### src/rtl/cache_stats_pkg.sv
// Shared types and constants for the cache statistics tracker.
package cache_stats_pkg;

  typedef enum logic {
    IDLE,
    STREAM
  } dump_state_t;

  localparam int unsigned IDX_IMISS = 0;
  localparam int unsigned IDX_ICONF = 1;
  localparam int unsigned IDX_DMISS = 2;
  localparam int unsigned IDX_DCONF = 3;
  localparam int unsigned NUM_STATS = 4;

endpackage

### src/rtl/cpu_tracker_if.sv
// Counter interface between the cache statistics producer and the CPU tracker.
interface cpu_tracker_if;

  logic [31:0] icache_misses;
  logic [31:0] icache_conflicts;
  logic [31:0] dcache_misses;
  logic [31:0] dcache_conflicts;

  modport caches (
    output icache_misses,
    output icache_conflicts,
    output dcache_misses,
    output dcache_conflicts
  );

  modport tracker (
    input icache_misses,
    input icache_conflicts,
    input dcache_misses,
    input dcache_conflicts
  );

endinterface

### src/rtl/stat_counter.sv
// Single event counter with synchronous clear and optional saturation.
module stat_counter #(
  parameter int unsigned CNT_W    = 32,
  parameter bit          SATURATE = 1'b1
) (
  input  logic             CLK,
  input  logic             RST,
  input  logic             clr,
  input  logic             inc,
  output logic [CNT_W-1:0] cnt
);

  localparam logic [CNT_W-1:0] ONE = CNT_W'(1);

  // Clear has priority over an increment in the same cycle.
  always_ff @(posedge CLK) begin
    if (RST) begin
      cnt <= '0;
    end else if (clr) begin
      cnt <= '0;
    end else if (inc) begin
      if (!(SATURATE && (cnt == '1))) begin
        cnt <= cnt + ONE;
      end
    end
  end

endmodule

### src/rtl/cache_stats_tracker.sv
// Counts I$/D$ miss and conflict events onto cpu_tracker_if, with a clear
// handshake and a snapshot-and-stream dump port.
module cache_stats_tracker
  import cache_stats_pkg::*;
#(
  parameter int unsigned CNT_W    = 32,
  parameter bit          SATURATE = 1'b1
) (
  input  logic             CLK,
  input  logic             RST,
  input  logic             icache_miss,
  input  logic             icache_conflict,
  input  logic             dcache_miss,
  input  logic             dcache_conflict,
  input  logic             count_en,
  input  logic             clear_req,
  output logic             clear_ack,
  input  logic             dump_req,
  output logic             dump_valid,
  input  logic             dump_ready,
  output logic [1:0]       dump_idx,
  output logic [CNT_W-1:0] dump_data,
  output logic             dump_last,
  output logic             protocol_err,
  cpu_tracker_if.caches    tracker
);

  logic [NUM_STATS-1:0] inc;
  logic [CNT_W-1:0]     cnt  [NUM_STATS];
  logic [CNT_W-1:0]     snap [NUM_STATS];
  dump_state_t          state;
  logic [1:0]           next_idx;

  // Conflicts only count when qualified by a miss from the same cache.
  always_comb begin
    inc            = '0;
    inc[IDX_IMISS] = count_en & icache_miss;
    inc[IDX_ICONF] = count_en & icache_miss & icache_conflict;
    inc[IDX_DMISS] = count_en & dcache_miss;
    inc[IDX_DCONF] = count_en & dcache_miss & dcache_conflict;
  end

  stat_counter #(.CNT_W(CNT_W), .SATURATE(SATURATE)) u_imiss (
    .CLK(CLK), .RST(RST), .clr(clear_req), .inc(inc[IDX_IMISS]), .cnt(cnt[IDX_IMISS])
  );
  stat_counter #(.CNT_W(CNT_W), .SATURATE(SATURATE)) u_iconf (
    .CLK(CLK), .RST(RST), .clr(clear_req), .inc(inc[IDX_ICONF]), .cnt(cnt[IDX_ICONF])
  );
  stat_counter #(.CNT_W(CNT_W), .SATURATE(SATURATE)) u_dmiss (
    .CLK(CLK), .RST(RST), .clr(clear_req), .inc(inc[IDX_DMISS]), .cnt(cnt[IDX_DMISS])
  );
  stat_counter #(.CNT_W(CNT_W), .SATURATE(SATURATE)) u_dconf (
    .CLK(CLK), .RST(RST), .clr(clear_req), .inc(inc[IDX_DCONF]), .cnt(cnt[IDX_DCONF])
  );

  assign tracker.icache_misses    = 32'(cnt[IDX_IMISS]);
  assign tracker.icache_conflicts = 32'(cnt[IDX_ICONF]);
  assign tracker.dcache_misses    = 32'(cnt[IDX_DMISS]);
  assign tracker.dcache_conflicts = 32'(cnt[IDX_DCONF]);

  // Sticky flag for a conflict pulse that arrives without its miss.
  always_ff @(posedge CLK) begin
    if (RST) begin
      protocol_err <= 1'b0;
    end else if ((icache_conflict & ~icache_miss) | (dcache_conflict & ~dcache_miss)) begin
      protocol_err <= 1'b1;
    end
  end

  // The counters clear on the same edge, so the ack lands with the zeroed values.
  always_ff @(posedge CLK) begin
    if (RST) begin
      clear_ack <= 1'b0;
    end else begin
      clear_ack <= clear_req;
    end
  end

  assign next_idx = dump_idx + 2'd1;

  // Dump FSM: snapshot on entry, then stream the four beats under valid/ready.
  always_ff @(posedge CLK) begin
    if (RST) begin
      state      <= IDLE;
      snap       <= '{default: '0};
      dump_valid <= 1'b0;
      dump_idx   <= '0;
      dump_data  <= '0;
      dump_last  <= 1'b0;
    end else begin
      case (state)
        IDLE: begin
          if (dump_req) begin
            snap       <= cnt;
            state      <= STREAM;
            dump_valid <= 1'b1;
            dump_idx   <= '0;
            dump_data  <= cnt[IDX_IMISS];
            dump_last  <= 1'b0;
          end
        end
        STREAM: begin
          if (dump_ready) begin
            if (dump_idx == 2'(IDX_DCONF)) begin
              state      <= IDLE;
              dump_valid <= 1'b0;
              dump_idx   <= '0;
              dump_last  <= 1'b0;
            end else begin
              dump_idx  <= next_idx;
              dump_data <= snap[next_idx];
              dump_last <= (next_idx == 2'(IDX_DCONF));
            end
          end
        end
      endcase
    end
  end

endmodule

### src/flat_wrapper.sv
// flat-port wrapper written by rule: the top's interface ports become plain ports
module cache_stats_tracker_flat import cache_stats_pkg::*;
#(
  parameter int unsigned CNT_W    = 32,
  parameter bit          SATURATE = 1'b1
)
  (CLK, RST, icache_miss, icache_conflict, dcache_miss, dcache_conflict, count_en, clear_req, clear_ack, dump_req, dump_valid, dump_ready, dump_idx, dump_data, dump_last, protocol_err, tracker_icache_misses, tracker_icache_conflicts, tracker_dcache_misses, tracker_dcache_conflicts);
  cpu_tracker_if tracker_i ();
  input  logic CLK;
  input  logic RST;
  input  logic icache_miss;
  input  logic icache_conflict;
  input  logic dcache_miss;
  input  logic dcache_conflict;
  input  logic count_en;
  input  logic clear_req;
  output logic clear_ack;
  input  logic dump_req;
  output logic dump_valid;
  input  logic dump_ready;
  output logic [1:0] dump_idx;
  output logic [CNT_W-1:0] dump_data;
  output logic dump_last;
  output logic protocol_err;
  output wire logic [$bits(tracker_i.icache_misses)-1:0] tracker_icache_misses;
  output wire logic [$bits(tracker_i.icache_conflicts)-1:0] tracker_icache_conflicts;
  output wire logic [$bits(tracker_i.dcache_misses)-1:0] tracker_dcache_misses;
  output wire logic [$bits(tracker_i.dcache_conflicts)-1:0] tracker_dcache_conflicts;
  assign tracker_icache_misses = tracker_i.icache_misses;
  assign tracker_icache_conflicts = tracker_i.icache_conflicts;
  assign tracker_dcache_misses = tracker_i.dcache_misses;
  assign tracker_dcache_conflicts = tracker_i.dcache_conflicts;
  cache_stats_tracker #(.CNT_W(CNT_W), .SATURATE(SATURATE)) u_core (.CLK(CLK), .RST(RST), .icache_miss(icache_miss), .icache_conflict(icache_conflict), .dcache_miss(dcache_miss), .dcache_conflict(dcache_conflict), .count_en(count_en), .clear_req(clear_req), .clear_ack(clear_ack), .dump_req(dump_req), .dump_valid(dump_valid), .dump_ready(dump_ready), .dump_idx(dump_idx), .dump_data(dump_data), .dump_last(dump_last), .protocol_err(protocol_err), .tracker(tracker_i));
endmodule
### config.mk
export PLATFORM = sky130hd
export DESIGN_NAME = cache_stats_tracker_flat
export DESIGN_NICKNAME = d
export VERILOG_FILES = /design/src/rtl/cache_stats_pkg.sv /design/src/rtl/cpu_tracker_if.sv /design/src/rtl/stat_counter.sv /design/src/rtl/cache_stats_tracker.sv /design/src/flat_wrapper.sv
export SDC_FILE = /design/constraint.sdc
export NUM_CORES = 1
export LEC_CHECK = 0
export CORE_ASPECT_RATIO = 1.1
export CORE_MARGIN = 4
export CORE_UTILIZATION = 45
export CTS_CLUSTER_DIAMETER = 150
export DETAILED_ROUTE_END_ITERATION = 8
export GPL_TIMING_DRIVEN = 0
export PLACE_DENSITY = 0.7
export SLEW_MARGIN = 10
export SYNTH_ARGS = -nofsm -noshare
export SYNTH_HDL_FRONTEND = slang
export SYNTH_SLANG_ARGS = --single-unit
### constraint.sdc
create_clock -name CLK -period 2.69 [get_ports CLK]
set_input_delay 0.4035 -clock CLK [delete_from_list [all_inputs] [get_ports CLK]]
set_output_delay 0.4035 -clock CLK [all_outputs]
set_load 0.02 [all_outputs]
# Word level (Yosys, flattened, before mapping)
# Cells that the tools add are included.
[word_totals] out_inout_bits=166 regBits=295
[classes] bitwise=15 n_eq_ne=10 addsub=5 order_cmp=1 reduce_logical=9 mux=23
[op_table] operator="32-bit 2-to-1 mux" count=5
[op_table] operator="32-bit by 1-bit adder with 32-bit output (second input constant)" count=4
[op_table] operator="32-bit == test (second input constant)" count=4
[op_table] operator="32-bit binary-select mux with 2-bit select" count=1
[op_table] operator="32-bit one-hot mux with 2 select lines" count=1
[op_table] operator="2-bit AND reduction" count=6
[op_table] operator="1-bit 2-to-1 mux" count=9
[op_table] operator="2-bit inequality test (second input constant)" count=4
[op_table] operator="1-bit inverter" count=7
[op_table] operator="1-bit bitwise AND" count=6
[op_table] operator="2-bit 2-to-1 mux" count=3
[op_table] operator="1-bit one-hot mux with 2 select lines" count=3
[op_table] operator="3-bit AND reduction" count=2
[op_table] operator="2-bit == test (second input constant)" count=2
[op_table] operator="2-bit one-hot mux with 2 select lines" count=1
[op_table] operator="3-bit greater-or-equal comparator (second input constant)" count=1
[op_table] operator="2-bit inverter with 3-bit output" count=1
[op_table] operator="2-bit by 1-bit adder with 2-bit output (second input constant)" count=1
[op_table] operator="2-bit OR reduction" count=1
[op_table] operator="1-bit OR" count=1

# Depth between registers and ports, before layout
[logic_depth] ltp_word=8 mapped_depth=10 ltp_nobuf=6

# Hierarchy
# From an unflattened synthesis, not the netlist that was laid out.
[hier_totals] cells_unflattened=1636 area_unflattened_um2=13635.6
[by_module_without_submodules] mod="cache_stats_tracker" area_per_inst_um2=7149.4 instances=1 cells_per_inst=872 seq_area_each_um2=3343.2
[by_module_without_submodules] mod="stat_counter" area_per_inst_um2=1621.6 instances=4 cells_per_inst=191 seq_area_each_um2=640.6

# Worst setup path after synthesis
# OpenSTA, ideal clock, no wires.
[synth_path] kind="register to register" start="register u_core.dump_idx[0]" end="register u_core.dump_data[12]" setup_time_ps=138 arrival_time_ps=3000 n_path_buf=5 path_stages_with_launch=11 slack_ps=-448 required_time_ps=2552 cell_sequence="dfxtp_1 > buf_2 > buf_1 > inv_1 > ha_1 > clkbuf_1 > clkbuf_1 > buf_1 > mux4_2 > mux2i_1 > a211oi_1"
[synth_between] elab_chain_cells=8
[synth_rtl] element="start, declared" line_no="cache_stats_tracker.sv:21" text="output logic [1:0] dump_idx,"
[synth_rtl] element="start signal, assigned" line_no="cache_stats_tracker.sv:110" text="dump_idx <= next_idx;"
[synth_rtl] element="2-bit by 1-bit adder with 2-bit output" line_no="cache_stats_tracker.sv:79" text="assign next_idx = dump_idx + 2'd1;"
[synth_rtl] element="2-bit inverter with 3-bit output (implied by the code)" line_no="cache_stats_tracker.sv:111" text="dump_data <= snap[next_idx];"
[synth_rtl] element="32-bit binary-select mux with 2-bit select" line_no="cache_stats_tracker.sv:111"
[synth_rtl] element="32-bit 2-to-1 mux (implied by the code) (2 in series)" line_no="cache_stats_tracker.sv:111"
[synth_rtl] element="32-bit 2-to-1 mux" line_no="cache_stats_tracker.sv:104" text="if (dump_idx == 2'(IDX_DCONF)) begin"
[synth_rtl] element="32-bit 2-to-1 mux" line_no="cache_stats_tracker.sv:103" text="if (dump_ready) begin"
[synth_rtl] element="32-bit one-hot mux with 2 select lines" line_no="cache_stats_tracker.sv:91" text="case (state)"
[synth_rtl] element="end signal, assigned" line_no="cache_stats_tracker.sv:98" text="dump_data <= cnt[IDX_IMISS];"
[synth_rtl] element="end signal, assigned" line_no="cache_stats_tracker.sv:111"
[synth_rtl] element="end, declared" line_no="cache_stats_tracker.sv:22" text="output logic [CNT_W-1:0] dump_data,"
# Parallel ways exist; a longest one is shown, timed or not. The select of a mux whose other input is x is not followed.
# A chain may end at the register's enable or synchronous reset.

# Worst setup path after layout
[layout_path] start="register u_core.dump_idx[0]" end="register u_core.dump_data[29]"
# Same word-level chain as after synthesis.

==> impl_metrics.toml <==
[synthesis]
async_flop_share_pct = 0
yosys.area.top_type_share_pct = 44.3
synthDistinctLibCells = 55
avgSynthCellArea_sq_um = 8.37
yosysWarningCount = 0
syn_area_sq_mm = 0.0133
netlist_instances = 1593
synth_top_area_cell = "dfxtp_1"
ys_seq_area_share_pct = 44.3
syn_nets = 1609
ys_seq_elements = 295
synth_edf_count = 0
synthTopCellsByArea = "dfxtp_1 (44%), nand2_1 (9.4%), a21oi_1 (7.9%)"
ys.flop_type = "dfxtp_1"

[setup_path]
arrival_ns = 3.03
cp_max_fo = 10
worstPathBufferInverterCount = 6
cp.required_ns = 3.11
end_kind = "flip-flop"
critPathKind = "flip-flop to flip-flop"
cpMostUsedCell = "buf_6"
cp_slowest_cell = "mux4_2"
slowest_delay_ns = 0.40
startpoint_type = "flip-flop"
worstPathCellList = "buf_6, buf_6, inv_1, ha_1, clkbuf_4, clkbuf_8, buf_4, mux4_2, mux2i_2, a211oi_1"
cp_top_family = "buffers and inverters"

[routing]
vias = 13200
wl_microns = 46000
ant_nets = 0
drcViolationCount = 0
drtIter0Drc = 1398
routed_via_density = 6.04
post_drt_wl_per_cell_microns = 21.0
first_pass_iters = 8

[grt]
grt_max_degree = 15
grt-ovfl-total = 0
antenna_found_initial = 1
grt_pass1_vias = 12500
grt_pass1_wl_microns = 70800
grt_use_total_pct = 27.5

[sta]
fin_ws_ns = 0.0860
worst_pin_slew_ns = 1.30
max_freq_ghz = 0.384
min_period_ns = 2.60
setup_violations = 0
slew_viol_final = 0
fin_crit_sh_pct = 96.8
rsz0062_at_grt = "no"
clock_skew_ns = 0.00897
relSlewSlack_pct = 12.8
hold_viol = 0

[layout]
area_growth_pct = 26.0
stdcell_count = 2192
num-nets-final = 1816
num_antenna_cells = 0
layout_common_cells = "nand2_1 (334), dfxtp_1 (292), a21oi_1 (211)"
design_area_sq_mm = 0.0168
drive_above_1_share_pct = 7.73
final_common_cell = "nand2_1"

[placement]
pre_cts_ws_ns = -0.795
port_buffers = 172
postPlaceCellArea_sq_mm = 0.0155
place_hpwl_microns = 34400
place_congestion = 0.918
place.detailed.instances = 2133

[floorplanning]
fp.dieW_microns = 172
start_util_pct = 46.0
dieArea_sq_mm = 0.0324
die_h_microns = 189
fp-row-count = 65
pin_count = 176
core-area_sq_mm = 0.0290

[cts]
insertion_delay_ns = 0.56
clockBufferDepth = 3
clk_pin_slew_ns = 0.07
cts_tree = "yes"
cts-buffers-inserted = 30
cts_root_buf = "clkbuf_16"
cts_num_sinks = 295
ctsHoldBuffers = 0
cts.htree.levels = 1

[pwr]
peakVddDrop_mv = 0.525
p_leak_nw = 5.15
cellPowerDensity_mw_per_mm2 = 567

[flow_run]
maxCapViolCount = 0

[worst_hold_path]
hold_path_class = "input port to flip-flop"

[status]
outcome = "finished, final reports clean"
[metrics by stage]
step | hold slack, ns | power [mW] | TNS (ns) | utilization (%)
floorplan | 0.433 | 4.88 | 0 | -
global placement | 0.440 | 5.11 | -69.81 | 53.6
detailed placement | 0.445 | 5.11 | -69.48 | 53.6
CTS | 0.374 | 9.54 | 0 | 57.5
global route | 0.417 | 9.80 | 0 | 58.0
finish | 0.393 | 9.53 | 0 | 58.0
[worst paths after layout]
kind / from / endpoint / slack [ns] / cells after the start
worst max-delay path: u_core.dump_idx[0] / u_core.dump_data[29] / 0.09 / 10
worst min-delay path: count_en / u_core.u_dconf.cnt[2] / 0.39 / 4
worst max register to register: u_core.dump_idx[0] / u_core.dump_data[29] / 0.09 / 10
worst min register to register: u_core.snap[79] / u_core.snap[79] / 0.45 / 2
[state kept, by name, summed over array words and instances, names as in the netlist, 2 cells and up]
| register | count |
|---|---|
| u_core.u_iconf.cnt | 32 |
| u_core.u_dmiss.cnt | 32 |
| u_core.snap | 128 |
| u_core.dump_data | 32 |
| u_core.u_imiss.cnt | 32 |
| u_core.dump_idx | 2 |
| u_core.u_dconf.cnt | 32 |
[synthesized netlist by cell type (4+ instances only)]
master,number
inv_1,15
o211ai_1,11
nand3_1,59
clkbuf_1,84
or4_1,47
xnor2_1,19
o41ai_1,4
mux2i_1,42
and3_1,16
dfxtp_1,295
and2_1,5
xor2_1,8
mux4_2,32
nand2_1,334
a21oi_1,211
o21ai_0,44
buf_1,16
or2_2,5
o31ai_1,38
nor2_1,89
a211oi_1,36
and4_1,6
ha_1,6
nor3_1,14
or3_1,51
nand4_1,39
buf_2,8
nor4_1,21
[logic make-up after synthesis]
group                      synth area share, %
and+or+nand+nor                           25.2
buffers and inverters                     3.58
AOI/OAI and AO/OA                         16.0
muxes                                     8.56
adders and majority gates                0.563
xor gates and xnor gates                  1.77
DFF                                       44.3
[power breakdown]
group          internal [mW]  switching [mW]
Combinational          0.187           0.405
Clock                   2.71            1.79
Sequential              4.41          0.0293
Total                   7.30            2.22
[worst reg2reg max path: stages (launching register included)]
cell      delay, ns
dfxtp_2        0.37
buf_6          0.18
buf_6          0.20
inv_1          0.06
ha_1           0.28
clkbuf_4       0.22
clkbuf_8       0.21
buf_4          0.22
mux4_2         0.41
mux2i_2        0.22
a211oi_1       0.10
[final cells by class]
| type | instances | area [sq um] |
|---|---|---|
| plain buffers | 109 | 465 |
| clock buffers | 43 | 901 |
| clock inverters | 13 | 171 |
| fillers | 2601 | 12200 |
| inverters | 15 | 56.3 |
| multi-input cells | 1174 | 7090 |
| flip-flops and latches | 295 | 5910 |
| well taps | 368 | 460 |
| repair buffers | 175 | 1740 |
[layer usage]
metal	vias to the layer above	part of all wire, %	track usage [%]
li1	6203	-	-
met1	6324	41	37.1
met2	610	47	44.6
met3	103	8.3	3.88
met4	0	4.2	10.4
met5	-	0	0
[timing repair]
item | 4_1_cts | 5_1_grt
gates resized for setup | 16 | 32
pin swaps | 0 | 3
setup buffers | 0 | 3
setup endpoints to repair | 70 | 121
Note: power is estimated with default switching activity, not from simulation.
